## src/rtl/seg_scan_driver.sv

```systemverilog
// Four-digit 7-segment scan driver fed by the memory-mapped `digi` register.
// Optional build macro SEGSCAN_BCD_DECODE_EN: store hex-decoded patterns instead of raw segments.
module seg_scan_driver #(
  parameter int unsigned ON_CYC    = 100000,
  parameter int unsigned BLANK_CYC = 1000,
  parameter int unsigned CNT_W     = 17
) (
  input  logic        clk,
  input  logic        reset,
  input  logic [11:0] digi,
  output logic [3:0]  an,
  output logic [7:0]  seg,
  output logic        frame_tick
);

  localparam int unsigned DIGITS = 4;
  localparam logic [CNT_W-1:0] ON_LAST    = CNT_W'(ON_CYC - 1);
  localparam logic [CNT_W-1:0] BLANK_LAST = CNT_W'(BLANK_CYC - 1);

  typedef enum logic {
    ST_BLANK = 1'b0,
    ST_ON    = 1'b1
  } state_t;

  state_t           state_q, state_d;
  logic [1:0]       idx_q, idx_d;
  logic [CNT_W-1:0] cnt_q, cnt_d;
  logic [11:0]      digi_q;
  logic [7:0]       fb_q [DIGITS];
  logic [7:0]       cap_byte;
  logic             cap_en;

`ifdef SEGSCAN_BCD_DECODE_EN
  function automatic logic [6:0] hex_to_seg(input logic [3:0] h);
    case (h)
      4'h0: hex_to_seg = 7'h3F;
      4'h1: hex_to_seg = 7'h06;
      4'h2: hex_to_seg = 7'h5B;
      4'h3: hex_to_seg = 7'h4F;
      4'h4: hex_to_seg = 7'h66;
      4'h5: hex_to_seg = 7'h6D;
      4'h6: hex_to_seg = 7'h7D;
      4'h7: hex_to_seg = 7'h07;
      4'h8: hex_to_seg = 7'h7F;
      4'h9: hex_to_seg = 7'h6F;
      4'hA: hex_to_seg = 7'h77;
      4'hB: hex_to_seg = 7'h7C;
      4'hC: hex_to_seg = 7'h39;
      4'hD: hex_to_seg = 7'h5E;
      4'hE: hex_to_seg = 7'h79;
      default: hex_to_seg = 7'h71;
    endcase
  endfunction

  // Bits [6:4] of the byte carry no meaning in the decoded format.
  logic unused_bits;
  assign unused_bits = ^digi[6:4];
  assign cap_byte    = {digi[7], hex_to_seg(digi[3:0])};
`else
  assign cap_byte = digi[7:0];
`endif

  // A write is a change of the register value; holding it does nothing.
  assign cap_en = (digi != digi_q);

  // Frame buffer capture.
  always_ff @(posedge clk or negedge reset) begin
    if (!reset) begin
      digi_q <= 12'h001;
      for (int k = 0; k < DIGITS; k++) fb_q[k] <= 8'h00;
    end else begin
      digi_q <= digi;
      for (int k = 0; k < DIGITS; k++) begin
        if (cap_en && digi[8+k]) fb_q[k] <= cap_byte;
      end
    end
  end

  // Scan state register.
  always_ff @(posedge clk or negedge reset) begin
    if (!reset) begin
      state_q <= ST_BLANK;
      idx_q   <= 2'd0;
      cnt_q   <= '0;
    end else begin
      state_q <= state_d;
      idx_q   <= idx_d;
      cnt_q   <= cnt_d;
    end
  end

  // Next-state and drive decode from registered state only.
  always_comb begin
    state_d    = state_q;
    idx_d      = idx_q;
    cnt_d      = cnt_q + CNT_W'(1);
    an         = 4'hF;
    seg        = 8'hFF;
    frame_tick = 1'b0;
    case (state_q)
      ST_BLANK: begin
        if (cnt_q == BLANK_LAST) begin
          state_d = ST_ON;
          cnt_d   = '0;
        end
      end
      ST_ON: begin
        an  = ~(4'(4'b0001 << idx_q));
        seg = ~fb_q[idx_q];
        if (cnt_q == ON_LAST) begin
          state_d    = ST_BLANK;
          cnt_d      = '0;
          idx_d      = idx_q + 2'd1;
          frame_tick = (idx_q == 2'd3);
        end
      end
      default: begin
        state_d = ST_BLANK;
        cnt_d   = '0;
      end
    endcase
  end

endmodule

```

## config.mk

```make
export PLATFORM = sky130hd
export DESIGN_NAME = seg_scan_driver
export DESIGN_NICKNAME = d
export VERILOG_FILES = /design/src/rtl/seg_scan_driver.sv
export SDC_FILE = /design/constraint.sdc
export NUM_CORES = 1
export LEC_CHECK = 0
export ABC_AREA = 0
export BUFFER_PORTS_ARGS = -buffer_cell sky130_fd_sc_hd__buf_4
export CAP_MARGIN = 25
export CORE_UTILIZATION = 50
export CTS_CLUSTER_SIZE = 28
export DETAILED_ROUTE_END_ITERATION = 8
export PLACE_DENSITY = 0.66
export SLEW_MARGIN = 0
export SYNTH_ARGS = -nofsm -noshare
export SYNTH_HDL_FRONTEND = slang
export SYNTH_SLANG_ARGS = --single-unit
```

## constraint.sdc

```tcl
create_clock -name clk -period 4.55 [get_ports clk]
set_clock_uncertainty 0.2 [all_clocks]
set_input_delay 0.91 -clock clk [delete_from_list [all_inputs] [get_ports clk]]
set_output_delay 0.91 -clock clk [all_outputs]
set_load 0.02 [all_outputs]
```

==> flow_summary.toml <==
[place]
pre_cts_slack_ns = 1.63
post-dp-hpwl_um = 3610
place_area_um2 = 3220
numPortBuffers = 26
gp_congestion = 0.787

[global_routing]
busiest_layer = "met2"
grt_use_met2_pct = 33.4
first_global_vias = 1831
groute.usage.overall_pct = 20.5
grt_util_met1_pct = 25.3
antenna_found_initial = 0
grt_pass1_wl_um = 9050
grt_max_degree = 65
grt_overflow_total = 0
grt.met3_usage_pct = 4.83

[route]
avgViaCountPerCell = 5.54
drt-total-wl_um = 5460
vias = 1812
drtIter0Drc = 49
first_pass_iters = 4
drc = 0
ant_nets = 0
wl_per_cell_um = 16.7

[power]
peakVddDrop_uv = 245
p_sw_uw = 262
p_leak_nw = 1.38
combPwrFrac_pct = 8.0
p_sw_share_pct = 22.2
p_seq_share_pct = 52.6
pwr-share-clk_pct = 39.4
intPower_uw = 919
powerDensity_nw_per_um2 = 347

[floorplanning]
num_rows = 27
start_util_pct = 52.7
die_w_um = 78.9
io_pins = 27
core_area_um2 = 5610
die_height_um = 78.9
die-area_um2 = 6230

[clock_network]
holdBufCountCts = 0
clk-insertion-delay-late_ns = 0.34
cts_tree = "built"
htreeDepth = 3
cts.repair.resized = 0
numCtsBuffers = 9
clk_pin_slew_ns = 0.07
cts.path.max_buffers = 2
root_buffer = "clkbuf_8"
post_cts_buffers = 0
cts.sinks = 64

[sta]
period_share_pct = 67.2
relSlewSlack_pct = 47.1
hold_slack_ns = 0.290
finalSetupTns_ns = 0
fin_crit_ns = 3.06
postLayoutSetupSlackWorst_ns = 1.49
finalHoldViolCount = 0
setup_viol = 0
slew_violations = 0
rsz0062_at_grt = "no"
tightest_slew_ns = 0.794
max_freq_mhz = 327

[setup_path]
critPathLaunchType = "flop"
setup.worst_path.end_class = "output port"
arrival_ns = 1.95
crit_fanout = 11
worst_ep_required_time_ns = 3.44
crit_type = "reg -> out"
ff2ff_setup_slack_ns = 2.32

[finish]
post-route-util_pct = 60.8
fin_area_um2 = 3410
n_antenna_cell = 0
syn_to_final_growth_pct = 15.2
final_layout_size_suffix_gt1_share_pct = 34.1
nets = 270

[synthesis]
yosysSeqAreaShare_pct = 54.2
syn_area_per_cell_um2 = 13.4
synth_commonest_cells = "dfrtp_1 (63), mux2_2 (30), xnor2_1 (22), nand2_1 (15), nor3_1 (13)"
synth_edf_count = 0
synth_largest_area_cell = "dfrtp_1"
yosysUniqueCellTypes = 28
syn_area_um2 = 2960
yosys_warnings = 0
synthCells = 220
ys_top_cells_by_area = "dfrtp_1 (53%), mux2_2 (11%), xnor2_1 (6.5%)"
synthArstFlopShare_pct = 100
synth_top_cell_area_share_pct = 53.3
synth_top_flop_cell = "dfrtp_1"
yosysMostFrequentCell = "dfrtp_1"
syn-num-nets = 239
yosys_register_bits = 64

[worst_hold_path]
hold_path_class = "reg -> reg"

[run_status]
status = "complete, no violations"

[run]
drv_cap = 0
per-layer routing:
layer	wire (µm)	up-vias
met2	2730	27
met5	0	-
li1	-	850
met4	119	0
met3	173	11
met1	2430	924
metrics by stage:
stage                     instances  power [mW]
final                           327        1.18
after global routing            327        1.23
after CTS                       327        1.20
after detailed placement        312       0.728
after global placement          312       0.724
after floorplan                 220       0.685
worst paths after layout:
path                       startpoint          to  depth (start not counted)
min                          fb_q[19]    fb_q[19]                          1
min reg2reg                  fb_q[19]    fb_q[19]                          1
min in group asynchronous       reset    cnt_q[0]                          1
max                          idx_q[0]      seg[4]                          3
max reg2reg                 cnt_q[13]    idx_q[1]                          4
max in group asynchronous       reset  digi_q[10]                          1
power groups by stage:
| stage | combinational [mW] | clock [mW] | sequential, mW |
|---|---|---|---|
| global route | 0.105 | 0.501 | 0.624 |
| CTS | 0.0976 | 0.479 | 0.621 |
| global placement | 0.0955 | 0 | 0.629 |
| detailed placement | 0.0972 | 0 | 0.631 |
| finish | 0.0945 | 0.465 | 0.621 |
| floorplan | 0.0612 | 0 | 0.624 |
critical path, cell delays in order, from the launching register on:
cell,delay [ns]
dfrtp_1,0.76
mux4_2,0.58
nand2_1,0.11
buf_4,0.16
placed cells by master (no fill, tap or decap), drive strengths merged:
master,Yosys,final
ha,5,5
nand2b,1,1
inv,8,8
nor3,13,13
buf,1,26
nor3b,1,1
nor4,4,4
nand4,7,7
dfrtp,63,63
dfstp,1,1
a21o,1,1
mux4,8,8
mux2,33,33
and2,1,1
nor2,4,4
clkbuf,5,12
bufinv,0,1
clkinvlp,0,1
a211oi,2,2
clkinv,0,1
xor2,4,4
and4,2,2
a31o,2,2
and3,2,2
xnor2,22,22
nand2,15,15
nand3,10,10
o31ai,4,4
nor4bb,1,1
final cells by class:
cell class / count / area [µm²]
fillers: 462 / 2200
flip-flops and latches: 64 / 1600
multi-input cells: 142 / 1300
repair buffers: 26 / 195
clock buffers: 12 / 145
well taps: 72 / 90.1
clock inverters: 3 / 42.5
inverters: 8 / 30.0
cell families (layout without fill, tap and decap cells):
family / after synthesis / count (layout) / share of synthesized area, %
flip-flops: 64 / 64 / 54.2
adder cells (fa/ha/maj): 5 / 5 / 2.12
AO/OA/AOI/OAI: 9 / 9 / 4.23
buffers and inverters: 14 / 49 / 1.82
AND/OR/NAND/NOR: 61 / 61 / 11.3
multiplexers: 41 / 41 / 18.7
XOR/XNOR: 26 / 26 / 7.70
sequential cells by signal (all words and copies together) (netlist names):
register	count
digi_q	12
cnt_q	17
fb_q	32
idx_q	2
state_q	1
No activity file was read; power rests on OpenSTA's default activity.
